===== src/rtl/stream_mux.sv =====
// N-way valid/ready stream multiplexer with a single registered output stage.
// Channel choice is either an explicit select or round-robin arbitration.

module stream_mux_lane #(
  parameter int WIDTH = 32,
  parameter int SW    = 2,
  parameter int IDX   = 0
) (
  input  logic [WIDTH-1:0] data,
  input  logic             valid,
  input  logic             load,
  input  logic             cand_ok,
  input  logic [SW-1:0]    cand,
  output logic             ready,
  output logic             take,
  output logic [WIDTH-1:0] gated
);
  logic hit;

  assign hit   = cand_ok && (cand == SW'(IDX));
  assign ready = load && hit;
  assign take  = ready && valid;
  // Zero unless this lane transfers, so lanes can be OR-combined.
  assign gated = take ? data : '0;
endmodule

module stream_mux #(
  parameter int WIDTH = 32,
  parameter int N     = 4,
  parameter int MODE  = 0,
  parameter int SW    = $clog2(N)
) (
  input  logic               clk,
  input  logic               reset,
  input  logic [N*WIDTH-1:0] in_data,
  input  logic [N-1:0]       in_valid,
  output logic [N-1:0]       in_ready,
  input  logic [SW-1:0]      sel,
  output logic [WIDTH-1:0]   out_data,
  output logic [SW-1:0]      out_chan,
  output logic               out_valid,
  input  logic               out_ready
);
  logic                      load;
  logic [SW-1:0]             cand;
  logic                      cand_ok;
  logic                      cand_live;
  logic [SW-1:0]             last;
  logic [N-1:0]              take;
  logic [N-1:0][WIDTH-1:0]   gated;
  logic [WIDTH-1:0]          nxt_data;
  logic                      xfer;
  logic                      unused_ok;

  assign load = !out_valid || out_ready;

  generate
    if (MODE == 0) begin : g_sel
      always_comb begin
        cand    = sel;
        cand_ok = {1'b0, sel} < (SW+1)'(N);
      end
    end else begin : g_rr
      // Search upward from the channel after the last one served, wrapping.
      always_comb begin
        int idx;
        cand    = '0;
        cand_ok = 1'b0;
        idx     = 0;
        for (int k = 1; k <= N; k++) begin
          idx = (int'(last) + k) % N;
          if (!cand_ok && in_valid[idx]) begin
            cand_ok = 1'b1;
            cand    = SW'(idx);
          end
        end
      end
    end
  endgenerate

  // Transfers are suppressed while reset is high.
  assign cand_live = cand_ok && !reset;

  genvar i;
  generate
    for (i = 0; i < N; i++) begin : g_lane
      stream_mux_lane #(.WIDTH(WIDTH), .SW(SW), .IDX(i)) u_lane (
        .data    (in_data[i*WIDTH +: WIDTH]),
        .valid   (in_valid[i]),
        .load    (load),
        .cand_ok (cand_live),
        .cand    (cand),
        .ready   (in_ready[i]),
        .take    (take[i]),
        .gated   (gated[i])
      );
    end
  endgenerate

  always_comb begin
    nxt_data = '0;
    for (int k = 0; k < N; k++) nxt_data = nxt_data | gated[k];
  end

  assign xfer = |take;

  always_ff @(posedge clk) begin
    if (reset) begin
      out_valid <= 1'b0;
      out_data  <= '0;
      out_chan  <= '0;
      last      <= SW'(N-1);
    end else if (xfer) begin
      out_valid <= 1'b1;
      out_data  <= nxt_data;
      out_chan  <= cand;
      if (MODE != 0) last <= cand;
    end else if (out_ready) begin
      out_valid <= 1'b0;
    end
  end

  // sel is ignored in round-robin mode and last in select mode.
  assign unused_ok = &{1'b0, sel, last};
endmodule


===== config.mk =====
export PLATFORM = sky130hd
export DESIGN_NAME = stream_mux
export DESIGN_NICKNAME = d
export VERILOG_FILES = /design/src/rtl/stream_mux.sv
export SDC_FILE = /design/constraint.sdc
export NUM_CORES = 1
export LEC_CHECK = 0
export BUFFER_PORTS_ARGS = -buffer_cell sky130_fd_sc_hd__buf_2
export CELL_PAD_IN_SITES_DETAIL_PLACEMENT = 1
export CELL_PAD_IN_SITES_GLOBAL_PLACEMENT = 1
export CORE_MARGIN = 2
export CORE_UTILIZATION = 32
export CTS_CLUSTER_SIZE = 10
export DETAILED_ROUTE_END_ITERATION = 8
export PLACE_DENSITY_LB_ADDON = 0.3
export SLEW_MARGIN = 20
export SYNTH_ARGS = -nofsm -noshare
export SYNTH_HDL_FRONTEND = slang
export SYNTH_SLANG_ARGS = --single-unit

===== constraint.sdc =====
create_clock -name clk -period 4.6 [get_ports clk]
set_input_delay 0.23 -clock clk [delete_from_list [all_inputs] [get_ports clk]]
set_output_delay 0.23 -clock clk [all_outputs]
set_load 0.01 [all_outputs]

# Word-level counts from Yosys, hierarchy flattened
# Index checks and enable logic that the tools add are counted.
[word_totals]
reg_bits = 35
inputBits = 137
output_inout_bits = 39
wordCells = 33
[op_classes]
eq_ne = 3
n_mux = 6
n_bitwise = 3
n_reduce_logical = 18
[op_table]
columns = ["operator", "n"]
rows = [
  ["two-way mux 32 bit", 4],
  ["bitwise OR 32 bit", 3],
  ["logical AND 1 bit", 12],
  ["equality test 2 bit (second input constant)", 2],
  ["OR reduction 4 bit", 1],
  ["equality test 2 x 1 -> 1 bit (second input constant)", 1],
  ["logical NOT 1 bit", 2],
  ["logical NOT 2 bit", 1],
  ["two-way mux 1 bit", 2],
  ["nonzero test 2 bit", 1],
  ["logical OR 1 bit", 1],
]

# Logic depth before layout (Yosys ltp)
# Gate-level depths: netlist of the first run.
[logic_depth]
depth_word = 8
ltp_mapped = 6
mapped_depth_nobuf = 4

# Cells and area by module
# Synthesis of the first run repeated with hierarchy kept, for this count alone.
[unflattened]
hier_cells = 321
hier_area_um2 = 2862.7
[modules_own_cells]
columns = ["module", "n_inst", "cells_per_inst", "area_per_inst_um2", "seq_area_each_um2"]
rows = [
  ["stream_mux", 1, 153, 1735.4, 700.7],
  ["stream_mux_lane at g_lane[1].u_lane ...", 2, 42, 277.8, 0.0],
  ["stream_mux_lane at g_lane[0].u_lane", 1, 42, 287.8, 0.0],
  ["stream_mux_lane at g_lane[3].u_lane", 1, 42, 284.0, 0.0],
]

# Least setup slack after synthesis of the first run
# Ideal clock, no wire load.
[synth_timing]
path_kind = "register -> register"
from = "register out_valid"
to = "register out_data[16]"
setup_ns = 0.081
arrival_time_ns = 1.420
required_time_ns = 4.519
setup_slack_ns = 3.099
stages_incl_launch_ff = 7
n_path_buf = 2
synth_period_minus_slack_ns = 1.501
path_cell_list = "dfxtp_1 > nor2b_1 > buf_2 > a211oi_4 > buf_6 > nor3_1 > a211oi_2"
[synth_via]
elab_chain_len = 8
elab_cells_between_ends = 18
classes_between = "mux: 4; bitwise: 3; reduce/logical: 11"
[synth_rtl]
columns = ["element", "line", "source"]
rows = [
  ["start, declared", "41", "output logic out_valid,"],
  ["start signal, assigned", "109", "out_valid <= 1'b0;"],
  ["start signal, assigned", "114", "out_valid <= 1'b1;"],
  ["start signal, assigned", "119", "out_valid <= 1'b0;"],
  ["logical NOT 1 bit *", "55", "assign load = !out_valid || out_ready;"],
  ["logical OR 1 bit *", "55", ""],
  ["logical AND 1 bit", "21", "assign ready = load && hit;"],
  ["logical AND 1 bit", "22", "assign take = ready && valid;"],
  ["two-way mux 32 bit", "24", "assign gated = take ? data : '0;"],
  ["bitwise OR 32 bit (3 in series)", "102", "for (int k = 0; k < N; k++) nxt_data = nxt_data | gated[k];"],
  ["end signal, assigned", "115", "out_data <= nxt_data;"],
  ["end, declared", "39", "output logic [WIDTH-1:0] out_data,"],
]
# Mark *: on every way between the ends. The rest lies on a longest branch, timed or not.
# A chain may end at the register's enable or synchronous reset.

# Final worst setup path of the first run
[layout_timing]
from = "register out_valid"
to = "output in_ready[3]"
[layout_via]
elab_chain_len = 3
[layout_rtl]
columns = ["element", "line", "source"]
rows = [
  ["logical NOT 1 bit", "55", ""],
  ["logical OR 1 bit", "55", ""],
  ["logical AND 1 bit", "21", ""],
  ["end, declared", "37", "output logic [N-1:0] in_ready,"],
]
# No other way between the ends.

==> impl_results.md, run 1 <==
* CTS sink cnt at 35
* Core Box Area at 7767 sq um
* Largest net degree at the start of global routing at 76
* Worst endpoint required time at 4370 ps
* Final clock skew at 5.293 ps
* Outcome: finished, final reports clean
* Port bufs at between 150 and 200
* Global route hottest layer: met2
* Worst-skew pair later-pin latency at 280 ps
* Period minus WS final at 2351 ps
* Crit. End Element: output port
* Die area at 8797 sq um
* Met2 Use GR at between 30% and 40%
* Vias in the first global route at 2989
* Worst Hold Class: input pin to register
* Ys Warns at 0
* Vias per cell at 5.840
* ANT cells at 0
* WP data arrival at 2120 ps
* DRC violations left at 0
* Total grt overflow at 0
* Commonest non-fill, non-tap cells in the layout: 174 x buf_2, 64 x a32o_1, 38 x nor3_1
* Starting Density at around a third
* Final RePlAce weighted congestion at roughly 0.75
* ANT nets after route at 0
* CTS max path bufs at 2
* WHS at 437.0 ps
* Pwr Density at approximately 250 nW/um^2
* Root buf cell: clkbuf_8
* Post-layout nets at 547
* Layout cells sized above 1 at 54.50%
* Worst Tran Pin Value at approximately 1000 ps
* F_max at 425.4 MHz
* Clock transition at path regs at 70 ps
* Area of the mapped netlist at 2580 sq um
* Syn nets at 407
* Tcrit/Tclk final at 51.10%
* Synth unique cells at 26
* Final Slew Violations at 0
* Total Routing Usage GR at 21.93%
* Commonest non-fill, non-tap cell in the layout: buf_2
* Sequential share of the synthesized area at 27.16%
* CTS tree: yes
* Synth Area per Inst at 9.555 sq um
* Final Hold Viols at 0
* Worst R2R Path Depth at 4
* Post-Syn Instances at 270
* RSZ-0062 raised after global routing: false
* First drt pass iteration count at 4
* Area Overhead vs Synth at 34.48%
* First-pass GRT wire length at about 15000 um
* Initial antenna violation count at 0
* Global-route track usage on met3 at 4.976%
* Total Negative Setup Slacks at 0 ps
* Drt total wl at slightly above 10000 um
* Setup CP Type: register to output port
* Crit start category: register
* Die height at 93.79 um
* HPWL after DPL at approximately 7100 um
* Yosys reg bits at 35
* Via count at 2996
* CTS Buf Count at 5
* H-Tree Depth at 2
* Postcts setup bufs at 0
* Max_slew headroom at 33.58%
* Crit-path max FO at 17
* Met1 Track Usage GR at about a quarter
* Leakage at between 1 and 1.5 nW
* CTS resizes at 0
* Max-capacitance violation count at 0
* Die X at 93.79 um
* Drt wl/cell at 19.69 um
* Hold Path Stages at 4
* Peak supply drop at 0.09213 mV
* Initial DRC count at 83
* CTS hold repair buffers at 0
* Row cnt at 32
* Final setup viols at 0
* Boundary Pins at around 180
[registers in the layout, indices dropped and copies added (netlist names)]
register and flops:
out_data 32, out_valid 1, out_chan 2
[kinds of logic after synthesis]
group           synth area share (%)
flops                          27.16
compound gates                 50.92
buf+inv                        10.43
simple gates                   11.49
[worst max-delay path, stage by stage (launching register included)]
cell and delay, ps:
dfxtp_1 320, nor2b_1 740, nor2_2 370, and2_1 270, buf_2 130
[metrics by stage]
stage / worst slack (ps) / cells / power, W / utilization, % / instance area, sq um
after global routing: 2034 / 513 / 0.0009249 / 44.67 / 3470
after CTS: 2172 / 513 / 0.0008879 / 44.67 / 3470
after floorplan: 3099 / 270 / 0.0005245 / - / 2580
final: 2249 / 513 / 0.0008793 / 44.67 / 3470
after detailed placement: 2025 / 505 / 0.0006374 / 43.38 / 3369
after global placement: 1800 / 505 / 0.0006297 / 43.35 / 3367
[where the power goes]
part	internal (W)	switching, W	total, W
registers	0.000328	0.0000128	0.000340
logic	0.000132	0.000157	0.000289
clock network	0.000137	0.000113	0.000250
total	0.000597	0.000283	0.000879
[Yosys cell counts, drive strengths merged]
| cell | number | area share [%] |
|---|---|---|
| nand3 | 1 | 0.19 |
| and2 | 2 | 0.48 |
| a21oi | 1 | 0.19 |
| a32o | 64 | 25 |
| nand2b | 3 | 1.3 |
| a211oi | 33 | 16 |
| a211o | 2 | 0.68 |
| nand2 | 3 | 0.44 |
| a22oi | 31 | 9.0 |
| nor2b | 3 | 0.73 |
| clkbuf | 17 | 2.5 |
| or2 | 1 | 0.34 |
| o21ai | 1 | 0.19 |
| buf | 31 | 7.9 |
| nor3 | 38 | 7.4 |
| nor2 | 3 | 0.63 |
| dfxtp | 35 | 27 |
| a222oi | 1 | 0.39 |
[path summary, 6_finish.rpt]
kind                                                from                        to  slack, ps
worst max-delay path              out_valid$_SDFFE_PP0P_               in_ready[3]       2250
worst min-delay path                         in_data[66]  out_data[2]$_SDFFE_PP0P_        440
worst max register to register    out_valid$_SDFFE_PP0P_  out_data[7]$_SDFFE_PP0P_       2270
worst min register to register  out_chan[0]$_SDFFE_PP0P_  out_chan[0]$_SDFFE_PP0P_        480
[routing by layer]
metal  vias up  wire length, um
met5         -                0
met4         0              160
met3        13              686
met2       123             5002
met1      1447             4250
li1       1413                -
[final cells by class]
| cell class | count | area [sq um] |
|---|---|---|
| fill | 972 | 4298 |
| multi-input combinational | 187 | 1618 |
| timing repair buffer | 181 | 923.4 |
| sequential | 35 | 700.7 |
| tap | 102 | 127.6 |
| clock buffer | 8 | 100.1 |
Power figures use the tool's default switching activity.
==> inputs of run 2 (changes only) <==
Settings changed: ABC_AREA set to 1, CORE_UTILIZATION 32 to 26.
Clock period 4.6 ns to 2.4 ns, I/O delays scaled along.
==> impl_results.md, run 2 <==
* Outcome: finished, final reports clean (unchanged)
* Synth Area in Compound Gates at 6.783% (was 50.92%)
* Worst endpoint required time at 2280 ps (was 4370 ps)
* Area Overhead vs Synth at 39.20% (was 34.48%)
* Post-Synth Adder-Cell Area at 0% (unchanged)
* Postcts setup bufs at 0 (unchanged)
* F_max at between 600 and 700 MHz
* Synth Area per Inst at 6.164 sq um (was 9.555 sq um)
* Ys Warns at 0 (unchanged)
* Yosys reg bits at 35 (unchanged)
* Die area at 10450 sq um (was 8797 sq um)
* Top cells by area, synth: dfxtp_1 28%, nand4_1 24%, nand2_1 16%, nand3_1 7.2%, a21oi_1 6.8% (was dfxtp_1 27%, a32o_1 25%, a211oi_2 13%, a22oi_1 9.0%, nor3_1 7.4%)
* Most frequent cells after synthesis: 105 x nand2_1, 97 x nand4_1, 38 x nor2_1 (was 64 x a32o_1, 38 x nor3_1, 35 x dfxtp_1)
* Initial antenna violation count at 0 (unchanged)
* Routed wl met3 at 909 um (was 686 um)
* EDFF count, synth at 0 (unchanged)
* Commonest non-fill, non-tap cell in the layout: buf_2 (unchanged)
* Crit. End Element: output port (unchanged)
* HPWL after DPL at 8157 um (was 7072 um)
* CTS sink cnt at 35 (unchanged)
* CTS resizes at 0 (unchanged)
* Dominant cell by count in the synthesized netlist: nand2_1 (was a32o_1)
* H-Tree Depth at 2 (unchanged)
* Synth unique cells at 16 (was 26)
* WP data arrival at 1510 ps (was 2120 ps)
* Routed length on met2 at 5311 um (was 5002 um)
* Max FFs per register at 32 (unchanged)
* First-pass GRT wire length at 17400 um (was 15400 um)
* CTS tree: yes (unchanged)
* Cell taking the most area after synthesis: dfxtp_1 (unchanged)
* Top-area cell type share of the netlist area at 27.93% (was 27.16%)
* Commonest non-fill, non-tap cells in the layout: 175 x buf_2, 104 x nand2_1, 97 x nand4_1 (was 174 x buf_2, 64 x a32o_1, 38 x nor3_1)
* Largest net degree at the start of global routing at 54 (was 76)
* Top Layer Used: met4 (unchanged)
* Synth async-reset ratio at 0% (unchanged)
* First drt pass iteration count at 4 (unchanged)
* Pwr Density at 421.4 nW/um^2 (was 253.4 nW/um^2)
* Sequential share of the synthesized area at 27.93% (was 27.16%)
* Final Hold Viols at 0 (unchanged)
* Wl on met1 at 4601 um (was 4250 um)
* Setup CP Type: register to output port (unchanged)
* Simple-gate share of the synthesized area at 54.06% (was 11.49%)
* CP peak stage delay at 350 ps (was 740 ps)
* Post-Syn Instances at 407 (was 270)
* Critical-path top delay cell: buf_4 (was nor2b_1)
* Max_slew headroom at 67.77% (was 33.58%)
* CTS hold repair buffers at 0 (unchanged)
* Boundary Pins at 176 (unchanged)
* Die height at 102.2 um (was 93.79 um)
* Core Box Area at 9284 sq um (was 7767 sq um)
* ANT cells at 0 (unchanged)
* Finished Layout Cells at 681 (was 513)
* Final setup viols at 0 (unchanged)
* Peak supply drop at 0.1838 mV (was 0.09213 mV)
* Die X at 102.2 um (was 93.79 um)
* Initial DRC count at 94 (was 83)
* RSZ-0062 raised after global routing: false (unchanged)
* Largest family of logic cells by synthesized area: simple AND/OR/NAND/NOR gates (was compound AO/OA/AOI/OAI gates)
* Vias in the first global route at 3609 (was 2989)
* Clock transition at path regs at 70 ps (about the same)
* Crit start category: register (unchanged)
* Worst Hold Class: input pin to register (unchanged)
* Max-capacitance violation count at 0 (unchanged)
* Reg with most FFs: out_data (unchanged)
* Port bufs at 175 (unchanged)
* Drt wl/cell at 16.16 um (was 19.69 um)
* Row cnt at 35 (was 32)
* R2R setup slack at 890 ps (was 2270 ps)
* Final RePlAce weighted congestion at 0.7902 (was 0.7476)
* Total Negative Setup Slacks at 0 ps (unchanged)
* Crit-path max FO at 33 (was 17)
* Final Slew Violations at 0 (unchanged)
* Top flop regs: out_data: 32 flops, out_chan: 2 flops, out_valid: 1 flops (unchanged)
* Multiplexer area fraction after synthesis at 0% (unchanged)
* Vias per cell at 5.185 (was 5.840)
* Root buf cell: clkbuf_8 (unchanged)
* Final clock skew at 1.199 ps (was 5.293 ps)
* Total grt overflow at 0 (unchanged)
* Post-layout nets at 688 (was 547)
* ANT nets after route at 0 (unchanged)
* Period minus WS final at around 1600 ps
* CP Cell Sequence: nand2_4 -> inv_1 -> nor2_2 -> buf_4 -> buf_2 (was nor2b_1 -> nor2_2 -> and2_1 -> buf_2)
* Tcrit/Tclk final at 68.04%
* CTS Buf Count at 5 (unchanged)
* Placed cell count at 673 (was 505)
* Leakage at 1.860 nW (was 1.435 nW)
* Layout cells sized above 1 at 36.59% (was 54.50%)
* Via count at 3531 (was 2996)
* Total Routing Usage GR at 20.98% (was 21.93%)
* Area of the mapped netlist at 2509 sq um (was 2580 sq um)
* Worst-skew pair later-pin latency at 280 ps (about the same)
* Top FF cell, synth: dfxtp_1 (unchanged)
* Xor/xnor cell area share of the yosys netlist at 0% (unchanged)
* Drt total wl at 11010 um (was 10100 um)
* Worst Tran Pin Value at 483.5 ps (was 996.3 ps)
* DRC violations left at 0 (unchanged)
* Syn nets at 544 (was 407)
* Starting Density at 27.02% (was 33.22%)
* CTS max path bufs at 2 (unchanged)
[run 2: area by class of cell]
class / count / area [sq um]
multi-input cells: 315 / 1541
inverters: 7 / 26.28
repair buffers: 187 / 978.4
well taps: 129 / 161.4
clock buffers: 5 / 68.82
clock inverters: 3 / 15.01
flip-flops and latches: 35 / 700.7
fillers: 1293 / 5792
[run 2: cells by family (layout without fill, tap and decap cells)]
logic type	count (synthesis)	count (layout)
simple gates	281	281
compound gates	34	34
flops	35	35
buf+inv	57	202
[run 2: critical path, delay by kind of cell, from the launching register on]
kind | cells | cell delay [ps]
buffers and inverters | 3 | 660
DFF | 1 | 340
and+or+nand+nor | 2 | 230
[run 2: final timing paths]
path / end / depth (start not counted) / startpoint
max: in_ready[0] / 5 / out_valid$_SDFFE_PP0P_
min: out_chan[0]$_SDFFE_PP0P_ / 3 / sel[0]
max reg2reg: out_data[9]$_SDFFE_PP0P_ / 8 / out_valid$_SDFFE_PP0P_
min reg2reg: out_data[20]$_SDFFE_PP0P_ / 2 / out_data[20]$_SDFFE_PP0P_
[run 2: layer usage]
layer  vias to the layer above  global-route usage, %
met4                         0                  6.051
met3                        15                  5.267
met1                      1636                  25.43
met5                         -                      0
met2                       158                  36.79
li1                       1722                      -
[run 2: metrics by stage]
step	setup WS [ps]	area (sq um)	total power (W)	hold slack, ps	util [%]
finish	767.1	3492	0.001472	135.3	37.61
global route	671.6	3492	0.001568	147.1	37.61
CTS	746.5	3492	0.001492	127.2	37.61
detailed placement	734.8	3408	0.001074	426.6	36.71
global placement	793.8	3408	0.001069	419.8	36.71
floorplan	1067	2509	0.0008618	254.9	-
[run 2: power by group]
group          internal [W]  switching, W  total [W]
combinational      0.000170      0.000249   0.000419
clock              0.000199      0.000214   0.000412
sequential         0.000619     0.0000203   0.000640
total              0.000988      0.000483    0.00147
==> inputs of run 3 (changes only) <==
Settings changed: CORE_UTILIZATION 26 to 24.
Clock period 2.4 ns to 1.5 ns, I/O delays scaled along.
==> impl_results.md, run 3 (synthesized netlist as in run 2, its figures left out) <==
* Delay-heaviest family, CP: buffers and inverters (unchanged)
* F_max at 696.2 MHz
* Die X at 106.2 um (was 102.2 um)
* Worst Hold Class: input pin to register (unchanged)
* Port bufs at 175 (unchanged)
* Drt wl/cell at 16.10 um (was 16.16 um)
* Initial antenna violation count at 0 (unchanged)
* Post-layout nets at 697 (was 688)
* Placed cell count at 689 (was 673)
* H-Tree Depth at 2 (unchanged)
* CTS sink cnt at 35 (unchanged)
* Worst endpoint required time at 1420 ps (was 2280 ps)
* CTS max path bufs at 2 (unchanged)
* Postcts setup bufs at 0 (unchanged)
* Vias in the first global route at 3483 (was 3609)
* Max_slew headroom at 72.85% (was 67.77%)
* CP peak stage delay at 340 ps (was 350 ps)
* Peak supply drop at 0.2694 mV (was 0.1838 mV)
* Final clock skew at 7.330 ps (was 1.199 ps)
* Sequential Area at 700.7 sq um (unchanged)
* Area Overhead vs Synth at 44.19% (was 39.20%)
* Crit. End Element: output port (unchanged)
* ANT nets after route at 0 (unchanged)
* Largest net degree at the start of global routing at 53 (was 54)
* Final Hold Viols at 0 (unchanged)
* Commonest non-fill, non-tap cells in the layout: 175 x buf_2, 104 x nand2_1, 97 x nand4_1 (unchanged)
* Row cnt at 37 (was 35)
* Setup CP Type: register to output port (unchanged)
* Period minus WS final at ~1400 ps
* Commonest non-fill, non-tap cell in the layout: buf_2 (unchanged)
* Final Slew Violations at 0 (unchanged)
* First-pass GRT wire length at 17580 um (was 17400 um)
* Initial DRC count at 115 (was 94)
* WP buf/inv at 3 (unchanged)
* Die area at 11290 sq um (was 10450 sq um)
* Clock transition at path regs at 70 ps (about the same)
* Final RePlAce weighted congestion at 0.7832 (was 0.7902)
* Leakage at 1.923 nW (was 1.860 nW)
* Max-capacitance violation count at 0 (unchanged)
* Die height at 106.2 um (was 102.2 um)
* Pwr Density at 691.0 nW/um^2 (was 421.4 nW/um^2)
* Fill cells at 1374 (was 1293)
* Crit-path max FO at 16 (was 33)
* Finished Layout Cells at 697 (was 681)
* Vias per cell at 5.063 (was 5.185)
* Layout cells sized above 1 at 37.43% (was 36.59%)
* Worst-skew pair later-pin latency at 290 ps (was 280 ps)
* Critical-path top delay cell: dfxtp_1 (was buf_4)
* WP data arrival at 1360 ps (was 1510 ps)
* Top flop regs: out_data: 32 flops, out_chan: 2 flops, out_valid: 1 flops (unchanged)
* RSZ-0062 raised after global routing: true (was false)
* Outcome: finished, final reports clean (unchanged)
* HPWL after DPL at 8591 um (was 8157 um)
* Drt total wl at 11220 um (was 11010 um)
* Finished Core Util at 35.36% (was 37.61%)
* Total Routing Usage GR at 19.41% (was 20.98%)
* DRC violations left at 0 (unchanged)
* Via count at 3529 (was 3531)
* Tcrit/Tclk final at 95.76%
* CP Cell Sequence: nand2_4 -> inv_1 -> nor2_2 -> buf_6 -> buf_2 (was nand2_4 -> inv_1 -> nor2_2 -> buf_4 -> buf_2)
* ANT cells at 0 (unchanged)
* CTS Buf Count at 5 (unchanged)
* First drt pass iteration count at 4 (unchanged)
* Multi-input gate area at 1541 sq um (unchanged)
* CTS tree: yes (unchanged)
* Boundary Pins at 176 (unchanged)
* Worst Tran Pin Value at 407.2 ps (was 483.5 ps)
* Total grt overflow at 0 (unchanged)
* Reg with most FFs: out_data (unchanged)
* Starting Density at 24.52% (was 27.02%)
* Max FFs per register at 32 (unchanged)
* Final setup viols at 0 (unchanged)
* Core Box Area at 10230 sq um (was 9284 sq um)
* Crit start category: register (unchanged)
* Root buf cell: clkbuf_8 (unchanged)
==> run 3: cell count changes in the layout (fill, tap and decap cells not counted), sizes merged <==
| cell | change |
|---|---|
| buf | +9 |
| clkbuf | +3 |
| clkinv | -3 |
==> run 3: through the flow <==
step | hold WS, ps | power [W] | worst slack (ps) | TNS (ps) | instance area [sq um]
finish | 101.2 | 0.002499 | 63.63 | 0 | 3617
floorplan | 209.9 | 0.001379 | 166.5 | 0 | 2509
detailed placement | 399.6 | 0.001751 | 157.0 | 0 | 3510
CTS | 94.79 | 0.002528 | 41.32 | 0 | 3610
global placement | 371.0 | 0.001739 | 223.2 | 0 | 3510
global route | 105.3 | 0.002650 | -10.05 | -14.51 | 3617
==> run 3: worst register-to-register path, cell delays in order, from the launching register on <==
cell and delay (ps):
dfxtp_1 340, nand2_4 120, buf_4 380, nand4_1 170, nand2_1 80, nor2_1 40
a21oi_1 140
==> run 3: repair_timing <==
| action | in CTS | in global routing |
|---|---|---|
| hold buffers | 0 | 0 |
| gates resized for setup | 0 | 2 |
| setup endpoints to repair | 0 | 2 |
==> run 3: final cells by class <==
class / instances / area share (%)
inverter: 7 / 0.7264
clock buffer: 8 / 2.767
timing repair buffer: 196 / 29.82
multi-input combinational: 315 / 42.62
tap: 136 / 4.704
sequential: 35 / 19.37
==> run 3: final timing paths <==
kind	startpoint	end	slack (ps)	cells past startpoint
hold reg to reg	out_chan[1]$_SDFFE_PP0P_	out_chan[1]$_SDFFE_PP0P_	460	2
setup / recovery	out_valid$_SDFFE_PP0P_	in_ready[0]	60	5
setup reg to reg	out_valid$_SDFFE_PP0P_	out_data[27]$_SDFFE_PP0P_	150	6
hold / removal	sel[0]	out_chan[0]$_SDFFE_PP0P_	100	3
==> run 3: where the power goes <==
part           total, W  switching [W]  leakage [nW]  internal (W)
Sequential      0.00102      0.0000308         0.286      0.000991
Combinational  0.000707       0.000407          1.58      0.000299
Clock          0.000772       0.000352        0.0515      0.000420
==> run 3: metal layers <==
metal / share of wire [%] / GRT usage (%) / wire (um) / vias up
li1: - / - / - / 1738
met1: 42 / 23.54 / 4710 / 1669
met2: 50 / 35.30 / 5650 / 115
met3: 6.9 / 3.801 / 774 / 7
met4: 0.78 / 4.135 / 87 / 0
met5: 0 / 0 / 0 / -
